`config.mk`:
```
export PLATFORM = sky130hd
export DESIGN_NAME = im_loader_flat
export DESIGN_NICKNAME = d
export VERILOG_FILES = /design/src/rtl/im_loader_pkg.sv /design/src/rtl/im_loader_if.sv /design/src/rtl/im_byte_packer.sv /design/src/rtl/im_loader.sv /design/src/flat_wrapper.sv
export SDC_FILE = /design/constraint.sdc
export NUM_CORES = 1
export LEC_CHECK = 0
export CAP_MARGIN = 5
export CORE_MARGIN = 2
export CORE_UTILIZATION = 70
export CTS_BUF_LIST = sky130_fd_sc_hd__clkbuf_8
export CTS_CLUSTER_SIZE = 14
export DETAILED_ROUTE_END_ITERATION = 8
export DONT_BUFFER_PORTS = 1
export PLACE_DENSITY = 0.83
export SYNTH_ARGS = -nofsm -noshare
export SYNTH_HDL_FRONTEND = slang
export SYNTH_SLANG_ARGS = --single-unit
export TNS_END_PERCENT = 1
```
`constraint.sdc`:
```
create_clock -name clk -period 3.5 [get_ports clk]
set_input_delay 0.525 -clock clk [delete_from_list [all_inputs] [get_ports clk]]
set_output_delay 0.525 -clock clk [all_outputs]
set_load 0.005 [all_outputs]
```
`src/rtl/im_loader_pkg.sv`:
```
// Shared types and constants for the instruction-memory loader.
// The FSM encoding, frame constants and a state-class helper live here.
package im_loader_pkg;

    localparam logic [7:0] SYNC_BYTE = 8'hA5;
    localparam int         IM_WORDS  = 2048;
    localparam int         HDR_LEN   = 3;

    typedef enum logic [2:0] {
        ST_IDLE = 3'd0,
        ST_LEN0 = 3'd1,
        ST_LEN1 = 3'd2,
        ST_DATA = 3'd3,
        ST_WR   = 3'd4,
        ST_CHK  = 3'd5,
        ST_DONE = 3'd6,
        ST_ERR  = 3'd7
    } state_e;

    // States in which a SYNC byte opens a new frame.
    function automatic logic is_rest_state(input logic [2:0] s);
        return (s == ST_IDLE) || (s == ST_DONE) || (s == ST_ERR);
    endfunction

endpackage

```
`src/rtl/im_loader_if.sv`:
```
// Byte-stream input handshake plus IM write port of the loader.
// master = stream source / IM side, slave = the loader itself.
interface im_loader_if
    import im_loader_pkg::*;
#(
    parameter int AW = $clog2(IM_WORDS)
);
    logic          in_valid;
    logic [7:0]    in_data;
    logic          in_ready;
    logic          im_we;
    logic [AW-1:0] im_waddr;
    logic [31:0]   im_wdata;

    modport master (
        output in_valid, in_data,
        input  in_ready, im_we, im_waddr, im_wdata
    );

    modport slave (
        input  in_valid, in_data,
        output in_ready, im_we, im_waddr, im_wdata
    );
endinterface

```
`src/rtl/im_byte_packer.sv`:
```
// Packs a byte stream little-endian into 32-bit words.
// o_word_full flags the byte that completes the current word.
module im_byte_packer (
    input  logic        clk,
    input  logic        rst_n,
    input  logic        i_clear,
    input  logic        i_load,
    input  logic [7:0]  i_byte,
    output logic [31:0] o_word,
    output logic        o_word_full
);
    logic [1:0] r_idx;

    always_ff @(posedge clk or negedge rst_n) begin
        if (!rst_n)
            r_idx <= 2'd0;
        else if (i_clear)
            r_idx <= 2'd0;
        else if (i_load)
            r_idx <= r_idx + 2'd1;
    end

    // Lanes hold their bytes after the 4th load so the word stays valid for the write cycle.
    for (genvar gi = 0; gi < 4; gi++) begin : g_lane
        logic [7:0] r_lane;

        always_ff @(posedge clk or negedge rst_n) begin
            if (!rst_n)
                r_lane <= 8'h00;
            else if (i_clear)
                r_lane <= 8'h00;
            else if (i_load && (r_idx == 2'(gi)))
                r_lane <= i_byte;
        end

        assign o_word[gi*8 +: 8] = r_lane;
    end

    assign o_word_full = i_load && (r_idx == 2'd3);

endmodule

```
`src/rtl/im_loader.sv`:
```
// Framed byte-stream loader: SYNC, 16-bit word count, data, XOR checksum.
// Writes words to IM from address 0 and releases the CPU only after a good frame.
module im_loader
    import im_loader_pkg::*;
#(
    parameter int         IM_DEPTH = IM_WORDS,
    parameter int         AW       = $clog2(IM_DEPTH),
    parameter logic [7:0] SYNC     = SYNC_BYTE
) (
    input  logic        clk,
    input  logic        rst,
    im_loader_if.slave  bus,
    output logic        cpu_rst,
    output logic        busy,
    output logic        done,
    output logic        err
);
    localparam logic [2:0] S_IDLE = ST_IDLE;
    localparam logic [2:0] S_LEN0 = ST_LEN0;
    localparam logic [2:0] S_LEN1 = ST_LEN1;
    localparam logic [2:0] S_DATA = ST_DATA;
    localparam logic [2:0] S_WR   = ST_WR;
    localparam logic [2:0] S_CHK  = ST_CHK;
    localparam logic [2:0] S_DONE = ST_DONE;
    localparam logic [2:0] S_ERR  = ST_ERR;

    logic [2:0]  r_state;
    logic [2:0]  w_state_next;
    logic [15:0] r_len;
    logic [AW:0] r_wcnt;
    logic [7:0]  r_csum;
    logic        r_cpu_rst;
    logic        r_busy;
    logic        r_done;
    logic        r_err;

    logic        w_in_ready;
    logic        w_xfer;
    logic        w_start;
    logic [15:0] w_len_full;
    logic        w_last_word;
    logic        w_pack_load;
    logic [31:0] w_word;
    logic        w_word_full;

    assign w_in_ready  = rst && (r_state != S_WR);
    assign w_xfer      = bus.in_valid && w_in_ready;
    assign w_start     = w_xfer && (bus.in_data == SYNC) && is_rest_state(r_state);
    assign w_len_full  = {bus.in_data, r_len[7:0]};
    assign w_last_word = (16'(r_wcnt) + 16'd1) == r_len;
    assign w_pack_load = w_xfer && (r_state == S_DATA);

    im_byte_packer u_packer (
        .clk         (clk),
        .rst_n       (rst),
        .i_clear     (w_start),
        .i_load      (w_pack_load),
        .i_byte      (bus.in_data),
        .o_word      (w_word),
        .o_word_full (w_word_full)
    );

    always_comb begin
        w_state_next = r_state;
        case (r_state)
            S_IDLE, S_DONE, S_ERR: if (w_start) w_state_next = S_LEN0;
            S_LEN0: if (w_xfer) w_state_next = S_LEN1;
            S_LEN1: begin
                if (w_xfer) begin
                    if (w_len_full > 16'(IM_DEPTH))
                        w_state_next = S_ERR;
                    else if (w_len_full == 16'd0)
                        w_state_next = S_CHK;
                    else
                        w_state_next = S_DATA;
                end
            end
            S_DATA: if (w_word_full) w_state_next = S_WR;
            S_WR:   w_state_next = w_last_word ? S_CHK : S_DATA;
            S_CHK: begin
                if (w_xfer)
                    w_state_next = (bus.in_data == r_csum) ? S_DONE : S_ERR;
            end
            default: w_state_next = S_IDLE;
        endcase
    end

    always_ff @(posedge clk or negedge rst) begin
        if (!rst) begin
            r_state <= S_IDLE;
            r_len   <= 16'd0;
            r_wcnt  <= '0;
            r_csum  <= 8'h00;
        end else begin
            r_state <= w_state_next;
            if (w_start) begin
                r_len  <= 16'd0;
                r_wcnt <= '0;
                r_csum <= 8'h00;
            end else begin
                if (w_xfer && (r_state == S_LEN0)) r_len[7:0]  <= bus.in_data;
                if (w_xfer && (r_state == S_LEN1)) r_len[15:8] <= bus.in_data;
                if (w_pack_load)                   r_csum      <= r_csum ^ bus.in_data;
                if (r_state == S_WR)               r_wcnt      <= r_wcnt + 1'b1;
            end
        end
    end

    // Status flags are registered from the next state so they track the FSM exactly.
    always_ff @(posedge clk or negedge rst) begin
        if (!rst) begin
            r_cpu_rst <= 1'b0;
            r_busy    <= 1'b0;
            r_done    <= 1'b0;
            r_err     <= 1'b0;
        end else begin
            r_cpu_rst <= (w_state_next == S_DONE);
            r_done    <= (w_state_next == S_DONE);
            r_err     <= (w_state_next == S_ERR);
            r_busy    <= !is_rest_state(w_state_next);
        end
    end

    assign bus.in_ready = w_in_ready;
    assign bus.im_we    = (r_state == S_WR);
    assign bus.im_waddr = r_wcnt[AW-1:0];
    assign bus.im_wdata = w_word;

    assign cpu_rst = r_cpu_rst;
    assign busy    = r_busy;
    assign done    = r_done;
    assign err     = r_err;

endmodule

```
`src/flat_wrapper.sv`:
```
// flat-port wrapper written by rule: the top's interface ports become plain ports
module im_loader_flat import im_loader_pkg::*;
#(
    parameter int         IM_DEPTH = IM_WORDS,
    parameter int         AW       = $clog2(IM_DEPTH),
    parameter logic [7:0] SYNC     = SYNC_BYTE
)
  (clk, rst, cpu_rst, busy, done, err, bus_in_valid, bus_in_data, bus_in_ready, bus_im_we, bus_im_waddr, bus_im_wdata);
  im_loader_if #(.AW(AW)) bus_i ();
  input  logic clk;
  input  logic rst;
  output logic cpu_rst;
  output logic busy;
  output logic done;
  output logic err;
  input wire logic [$bits(bus_i.in_valid)-1:0] bus_in_valid;
  input wire logic [$bits(bus_i.in_data)-1:0] bus_in_data;
  output wire logic [$bits(bus_i.in_ready)-1:0] bus_in_ready;
  output wire logic [$bits(bus_i.im_we)-1:0] bus_im_we;
  output wire logic [$bits(bus_i.im_waddr)-1:0] bus_im_waddr;
  output wire logic [$bits(bus_i.im_wdata)-1:0] bus_im_wdata;
  assign bus_i.in_valid = bus_in_valid;
  assign bus_i.in_data = bus_in_data;
  assign bus_in_ready = bus_i.in_ready;
  assign bus_im_we = bus_i.im_we;
  assign bus_im_waddr = bus_i.im_waddr;
  assign bus_im_wdata = bus_i.im_wdata;
  im_loader #(.IM_DEPTH(IM_DEPTH), .AW(AW), .SYNC(SYNC)) u_core (.clk(clk), .rst(rst), .bus(bus_i), .cpu_rst(cpu_rst), .busy(busy), .done(done), .err(err));
endmodule
```
==> qor.txt, run 1 <==
CTS Root Cell - clkbuf_8
Multi-input logic area - 1820 um^2
Max-Cap Viols - 0
Inst Count DP - 444
Lkg Pwr - 1.73 nW
Placeable Area - 5470 um^2
HPWL Detailed - 5680 um
Die area - 6270 um^2
CP max-delay cell - dfrtp_1
Worst slew pin tran - 832 ps
Vias in the first global route - 2,814
GP Congestion - 0.966
Largest net degree at the start of global routing - 77
Antenna diodes - 0
Dominant cell type by area after synthesis - dfrtp_1
Global-route wire length before repair - 14,200 um
Critical path's largest stage delay - 620 ps
Via-to-Cell Ratio - 6.04
Hold_ws - 43.2 ps
Initial antenna violation count - 0
Mean post-synth cell area - 9.65 um^2
Share of layout cells above drive strength 1 - 7.46%
Setup CP Type - reg2reg
Synth warn - 0
Area grow syn2layout - 3.57%
Syn nets - 426
Row count - 27
Port bufs - 0
WL final - 8510 um
Post-Layout Cell Count - 461
Sink Count - 76
Worst EP required - 3750 ps
# nets final - 400
Post-synth EDFFs - 0
Final core utilization - 74.9%
Worst-path cell chain - nor2_1 > nand2_1 > inv_2 > or4_4 > a21oi_4 > a21o_1 > mux2_2
Status - finished clean
Via count - 2,783
Clk_skew - 12.6 ps
Placement Cell Area - 3840 um^2
Setup TNS Final - 0 ps
Die X - 79.2 um
# fillers - 399
Worst min path class - in2async
Total global routing track utilization - 30.2%
# IOs - 60
Clock buffer count from CTS - 9
Asr flop ratio synth - 100%
CTS H-tree depth - 3
R2R Setup Slk - 570 ps
Drt pass-1 iters - 4
Top cells by area, synth - dfrtp_1 48%, xnor2_1 6.9%, nand2_1 6.6%
Worst slew margin - 44.1%
Overall power - 3.17 mW
Mapped Area - 3960 um^2
Critical path arrival - 3170 ps
Fin crit period - 2930 ps
Final setup violating endpoints - 0
WP buf/inv - 1
Final setup margin - 574 ps
Top-area cell type share of the netlist area - 48.1%
Post-route DRC - 0
Mapped Cells - 410
Ys flop type - dfrtp_1
P per Cell Area - 774 nW/um^2
Synthesized flop and latch total - 76
Clock insertion delay at the later pin of the skew report - 360 ps
ANT nets after route - 0
Worst IR Drop VDD - 0.000494 V
Overflow after GRT - 0
Routed wire per std cell - 18.5 um
Startpoint types - flip-flop
Peak Freq - 342 MHz
Final period utilization - 83.6%
Most frequent cells in the layout - 76 x dfrtp_1, 70 x nand2_1, 34 x nor2_1
Most common cell after layout, fill and taps aside - dfrtp_1
Family with the most delay on the worst path - simple AND/OR/NAND/NOR gates
Post-CTS setup buffer count - 0
Die Span Y - 79.2 um
Number of distinct library cells after synthesis - 45
Slew Limit Fails - 0
FF/Latch Area - 1900 um^2
CP Max Fanout - 17
Seq/Total Area, Yosys - 48.1%
Final instance area - 4100 um^2
CTS tree - done
Reg clk slew, reported paths - 90 ps
Setup slack at placement - 603 ps
RSZ-0062 raised after global routing - false
Starting density of the core - 72.3%
Clock Path Buffers - 2
CP endpoint kind - flip-flop
Hold Vio Cnt, Final - 0
Starting DRC count in detailed routing - 295
==> path summary, 6_finish.rpt <==
check | from | end | cells after the start
max in group asynchronous | rst | u_core.cpu_rst | 1
min reg2reg | u_core.u_packer.g_lane[1].r_lane[3] | u_core.u_packer.g_lane[1].r_lane[3] | 1
min | rst | u_core.r_wcnt[2] | 1
min in group clk | bus_in_data[6] | u_core.u_packer.g_lane[3].r_lane[6] | 2
max reg2reg | u_core.r_state[1] | u_core.u_packer.g_lane[0].r_lane[2] | 7
max | u_core.r_state[1] | u_core.u_packer.g_lane[0].r_lane[2] | 7
==> logic make-up after synthesis <==
logic type,count (synthesis),synth area share [%]
flops,76,48.1
buf+inv,45,6.04
simple gates,163,19.3
fa+ha+maj,5,1.58
xor+xnor,47,10.4
compound gates,49,7.56
mux,25,7.08
==> flip-flops by register name, summed over array words and instances (netlist names) <==
name	flops
u_core.r_wcnt	12
u_core.r_csum	8
u_core.cpu_rst	1
u_core.r_state	3
u_core.u_packer.g_lane.r_lane	32
u_core.busy	1
u_core.r_len	16
u_core.u_packer.r_idx	2
u_core.err	1
==> power breakdown <==
part | leakage (nW) | internal (mW) | switching, mW
Clock | 0.113 | 0.414 | 0.360
Sequential | 0.952 | 1.23 | 0.355
Combinational | 0.669 | 0.414 | 0.395
==> synth_stat cells (all sizes together), types with 3 or more instances <==
cell,n
a21oi,19
nand3,12
clkbuf,15
xor2,16
and3,3
nor2b,6
o21ai,15
nor2,34
xnor2,31
inv,5
buf,25
or3,4
nor4,8
nor3,8
ha,5
mux2,24
dfrtp,76
nand4,6
a21o,3
nand2,70
==> area by class of cell <==
cell class / instances / share of cell area (%)
clock buffer: 9 / 3.02
clock inverter: 7 / 2.56
inverter: 5 / 0.458
multi-input combinational: 289 / 44.3
sequential: 76 / 46.4
tap: 72 / 2.20
timing repair buffer: 3 / 1.04
==> layer usage <==
metal  vias to the layer above  share of wire, %  GRT usage [%]
met2                       113                50           50.4
met1                      1343                40           36.7
met5                         -                 0              0
met3                        12               8.2           8.75
li1                       1315                 -              -
met4                         0               1.7           12.6
==> repair_timing <==
action / in CTS / in global routing
endpoints found under the hold margin: 76 / 0
hold buffers: 1 / 0
gates resized for setup: 0 / 0
Note: power is estimated with default switching activity, not from simulation.
==> run 2, diff against run 1 <==
--- a/config.mk
+++ b/config.mk
@@ -7,12 +7,12 @@
 export LEC_CHECK = 0
 export CAP_MARGIN = 5
 export CORE_MARGIN = 2
-export CORE_UTILIZATION = 70
+export CORE_UTILIZATION = 66
 export CTS_BUF_LIST = sky130_fd_sc_hd__clkbuf_8
 export CTS_CLUSTER_SIZE = 14
 export DETAILED_ROUTE_END_ITERATION = 8
 export DONT_BUFFER_PORTS = 1
-export PLACE_DENSITY = 0.83
+export PLACE_DENSITY = 0.79
 export SYNTH_ARGS = -nofsm -noshare
 export SYNTH_HDL_FRONTEND = slang
 export SYNTH_SLANG_ARGS = --single-unit
==> constraint.sdc (replaced) <==
create_clock -name clk -period 2.75 [get_ports clk]
set_input_delay 0.4125 -clock clk [delete_from_list [all_inputs] [get_ports clk]]
set_output_delay 0.4125 -clock clk [all_outputs]
set_load 0.005 [all_outputs]
==> qor.txt, run 2 (synthesized netlist as in run 1, its figures left out) <==
Drt pass-1 iters - 5
Largest register FFs - 32
Vias in the first global route - 2,822
Initial antenna violation count - 0
Worst IR Drop VDD - 0.000700 V
Sink Count - 76
Die Span Y - 81.4 um
Clock Path Buffers - 2
Hold Vio Cnt, Final - 0
CTS Root Cell - clkbuf_8
Setup CP Type - reg2reg
Start of the worst register-to-register path - u_core.r_state[2]
CP Max Fanout - 12
HPWL Detailed - 5600 um
Slew Limit Fails - 0
Reg clk slew, reported paths - 100 ps
Final setup violating endpoints - 0
Final period utilization - 87.4%
Setup slack at placement - 232 ps
Biggest regs - u_core.u_packer.g_lane.r_lane x32, u_core.r_len x16, u_core.r_wcnt x12
Routed wire per std cell - 17.6 um
Placeable Area - 5850 um^2
Via-to-Cell Ratio - 6.11
Inst Count DP - 454
Final setup margin - 345 ps
Total global routing track utilization - 27.4%
Starting DRC count in detailed routing - 275
Post-Layout Cell Count - 472
ANT nets after route - 0
Worst slew pin tran - 622 ps
RSZ-0062 raised after global routing - false
Most common cell after layout, fill and taps aside - dfrtp_1
CTS H-tree depth - 3
Antenna diodes - 0
Max-Cap Viols - 0
P per Cell Area - 970 nW/um^2
Worst slew margin - 58.1%
CTS Hold Bufs - 2
CTS resizes - 0
CTS tree - done
Port bufs - 0
Overflow after GRT - 0
Final instance area - 4180 um^2
Post-route DRC - 0
Fin crit period - 2400 ps
GP Congestion - 0.841
Clock insertion delay at the later pin of the skew report - 350 ps
Largest register by flop count - u_core.u_packer.g_lane.r_lane
Worst EP required - 2980 ps
Worst hold path startpoint - bus_in_data[6]
Die X - 81.4 um
Final core utilization - 71.4%
Peak Freq - 416 MHz
Crit path launch - u_core.r_state[2]
Area grow syn2layout - 5.57%
Row count - 28
Worst min path class - in2reg
Lkg Pwr - 1.77 nW
# nets final - 408
Critical path arrival - 2630 ps
Via count - 2,882
Setup TNS Final - 0 ps
CP endpoint kind - flip-flop
Most frequent cells in the layout - 76 x dfrtp_1, 70 x nand2_1, 34 x nor2_1
Post-CTS setup buffer count - 0
Die area - 6630 um^2
Starting density of the core - 67.6%
# IOs - 60
Share of layout cells above drive strength 1 - 9.07%
Largest net degree at the start of global routing - 77
Status - finished clean
Clock buffer count from CTS - 9
Clk_skew - 12.6 ps
Placement Cell Area - 3910 um^2
Startpoint types - flip-flop
WL final - 8300 um
Global-route wire length before repair - 13,600 um
run 2: changes by cell type in the layout (fill, tap and decap cells not counted), sizes merged:
cell | previous run | this run
buf | 3 | 10
dlygate4sd3 | 0 | 1
run 2: critical path: stages (launching register included):
cell and delay [ps]:
dfrtp_1 520, nand2_1 170, inv_2 50, or4_4 570
a21oi_4 260, a21o_1 340, mux2_1 370
run 2: final timing paths:
kind                                                       endpoint  slack [ps]  depth (start not counted)
worst min-delay path                               u_core.r_len[14]         180                          2
worst max register to register  u_core.u_packer.g_lane[1].r_lane[7]         350                          6
worst max-delay path            u_core.u_packer.g_lane[1].r_lane[7]         350                          6
min in group asynchronous                          u_core.r_wcnt[3]         570                          2
max in group asynchronous                          u_core.r_len[11]        1820                          2
worst min register to register  u_core.u_packer.g_lane[0].r_lane[0]         520                          1
run 2: metal layers:
| metal | part of all wire (%) | track usage [%] | wire, um |
|---|---|---|---|
| met1 | 43 | 35.5 | 3570 |
| met2 | 48 | 43.9 | 3990 |
| met3 | 7.2 | 6.70 | 598 |
| met4 | 1.6 | 11.9 | 134 |
| met5 | 0 | 0 | 0 |
run 2: cell type report:
type	count	area (um^2)
well taps	75	93.8
fillers	421	1670
flip-flops and latches	76	1900
inverters	5	18.8
repair buffers	11	118
multi-input cells	289	1820
clock buffers	9	124
clock inverters	7	105
run 2: through the flow:
| step | hold slack, ps | power [mW] |
|---|---|---|
| 2_1_floorplan | 117 | 2.82 |
| 4_1_cts | 170 | 4.06 |
| 6_report | 176 | 4.05 |
| 3_5_place_dp | 118 | 3.05 |
| 5_1_grt | 181 | 4.31 |
| 3_3_place_gp | 119 | 2.99 |
run 2: power by group:
part	total [mW]	switching, mW	internal (mW)
registers	1.99	0.419	1.57
logic	1.08	0.532	0.548
clock network	0.981	0.454	0.527
total	4.05	1.40	2.65
==> run 3, diff against run 2 <==
--- a/config.mk
+++ b/config.mk
@@ -7,12 +7,11 @@
 export LEC_CHECK = 0
 export CAP_MARGIN = 5
 export CORE_MARGIN = 2
-export CORE_UTILIZATION = 66
-export CTS_BUF_LIST = sky130_fd_sc_hd__clkbuf_8
+export CORE_UTILIZATION = 63
 export CTS_CLUSTER_SIZE = 14
 export DETAILED_ROUTE_END_ITERATION = 8
 export DONT_BUFFER_PORTS = 1
-export PLACE_DENSITY = 0.79
+export PLACE_DENSITY = 0.76
 export SYNTH_ARGS = -nofsm -noshare
 export SYNTH_HDL_FRONTEND = slang
 export SYNTH_SLANG_ARGS = --single-unit
==> qor.txt, run 3 (synthesized netlist as in run 1, its figures left out) <==
CP max-delay cell - or4_4
Die area - 6930 um^2
Start of the worst register-to-register path - u_core.r_state[0]
Die Span Y - 83.2 um
GP Congestion - 0.833
Worst IR Drop VDD - 0.000612 V
P per Cell Area - 951 nW/um^2
P_sw - 1.39 mW
Clock Path Buffers - 2
Largest net degree at the start of global routing - 77
Starting density of the core - 66.0%
Int Power - 2.55 mW
Reg clk slew, reported paths - 90 ps
Overall power - 3.94 mW
Status - finished clean
Biggest regs - u_core.u_packer.g_lane.r_lane x32, u_core.r_len x16, u_core.r_wcnt x12
Placement Cell Area - 3910 um^2
Clock insertion delay at the later pin of the skew report - 350 ps
WL final - 8570 um
Clock power frac - 22.3%
Via count - 2,853
Setup TNS Final - 0 ps
Final instance area - 4150 um^2
Fin crit period - 2530 ps
Overflow after GRT - 0
Final core utilization - 69.2%
CTS Root Cell - clkbuf_8
Largest register FFs - 32
Area grow syn2layout - 4.84%
Most frequent cells in the layout - 76 x dfrtp_1, 70 x nand2_1, 34 x nor2_1
Largest register by flop count - u_core.u_packer.g_lane.r_lane
Antenna diodes - 0
Worst min path class - in2reg
End of the critical path - u_core.u_packer.g_lane[1].r_lane[0]
Clk_skew - 11.6 ps
Die X - 83.2 um
Clock buffer count from CTS - 9
Critical path arrival - 2780 ps
Final period utilization - 92.0%
CTS tree - done
Starting DRC count in detailed routing - 311
CTS H-tree depth - 3
# nets final - 409
Startpoint types - flip-flop
Global-route wire length before repair - 14,300 um
Worst-path cell chain - nor2_1 > nand2_1 > inv_2 > or4_4 > a21oi_4 > a21o_1 > mux2_2
Family with the most delay on the worst path - simple AND/OR/NAND/NOR gates
Post-route DRC - 0
Crit path launch - u_core.r_state[0]
Total global routing track utilization - 26.0%
Via-to-Cell Ratio - 6.03
Sequential power share - 50.4%
Drt pass-1 iters - 4
Most common cell after layout, fill and taps aside - dfrtp_1
Hold Vio Cnt, Final - 0
Reg2reg end - u_core.u_packer.g_lane[1].r_lane[0]
Row count - 28
Slew Limit Fails - 0
# IOs - 60
Comb pwr share - 27.3%
R2R cell count - 7
Max-Cap Viols - 0
CTS resizes - 0
Final setup violating endpoints - 0
Critical path's largest stage delay - 560 ps
Crit. path cell count - 7
Worst slew pin tran - 560 ps
Sink Count - 76
Post-CTS setup buffer count - 0
Initial antenna violation count - 0
Switching share of power - 35.3%
R2R Setup Slk - 220 ps
CP endpoint kind - flip-flop
Placeable Area - 5990 um^2
Peak Freq - 395 MHz
Vias in the first global route - 2,814
Worst EP required - 3000 ps
Setup slack at placement - 161 ps
Share of layout cells above drive strength 1 - 9.30%
Lkg Pwr - 1.77 nW
Final setup margin - 219 ps
CP Max Fanout - 11
ANT nets after route - 0
Routed wire per std cell - 18.1 um
Port bufs - 0
Worst slew margin - 62.3%
WP buf/inv - 1
HPWL Detailed - 5710 um
Setup CP Type - reg2reg
RSZ-0062 raised after global routing - false
-- run 3: cell count changes in the layout (fill, tap and decap cells not counted), sizes merged --
cell    delta
buf        +1
bufinv     -1
clkinv     +2
inv        -1
-- run 3: what timing repair did --
item	4_1_cts	5_1_grt
endpoints found under the hold margin	76	0
hold buffers	2	0
endpoints found under the setup margin	0	0
-- run 3: area by class of cell --
cell class / instances / area, um^2
clock buffers: 9 / 124
inverters: 5 / 18.8
flip-flops and latches: 76 / 1900
well taps: 75 / 93.8
fillers: 454 / 1840
clock inverters: 7 / 81.3
multi-input cells: 289 / 1820
repair buffers: 12 / 113
-- run 3: worst min-delay path by stage --
stage / to / startpoint / cells past startpoint / slack [ps]
2_1_floorplan: u_core.busy / rst / 0 / 120
3_3_place_gp: u_core.r_wcnt[9] / rst / 0 / 120
3_5_place_dp: u_core.r_wcnt[7] / rst / 0 / 120
4_1_cts: u_core.u_packer.g_lane[3].r_lane[1] / bus_in_data[1] / 2 / 170
5_1_grt: u_core.u_packer.g_lane[0].r_lane[4] / bus_in_data[4] / 1 / 160
6_report: u_core.u_packer.g_lane[3].r_lane[1] / bus_in_data[1] / 2 / 180
-- run 3: layer usage --
metal / global-route usage, % / up-vias / part of all wire, %
met3: 8.35 / 13 / 8.5
met4: 7.75 / 0 / 1.1
met5: 0 / - / 0
met2: 37.4 / 103 / 46
li1: - / 1329 / -
met1: 37.7 / 1408 / 45
-- run 3: per-stage QoR --
stage | cells | hold WS, ps
after detailed placement | 455 | 119
after global placement | 455 | 119
final | 473 | 175
after floorplan | 410 | 117
after global routing | 473 | 162
after CTS | 473 | 174
-- run 3: power groups by stage --
stage	sequential (mW)	combinational (mW)	clock, mW
3_5_place_dp	2.00	1.05	0
4_1_cts	1.99	1.08	0.899
5_1_grt	2.05	1.22	0.951
2_1_floorplan	1.87	0.953	0
6_report	1.99	1.08	0.880
3_3_place_gp	1.99	1.00	0
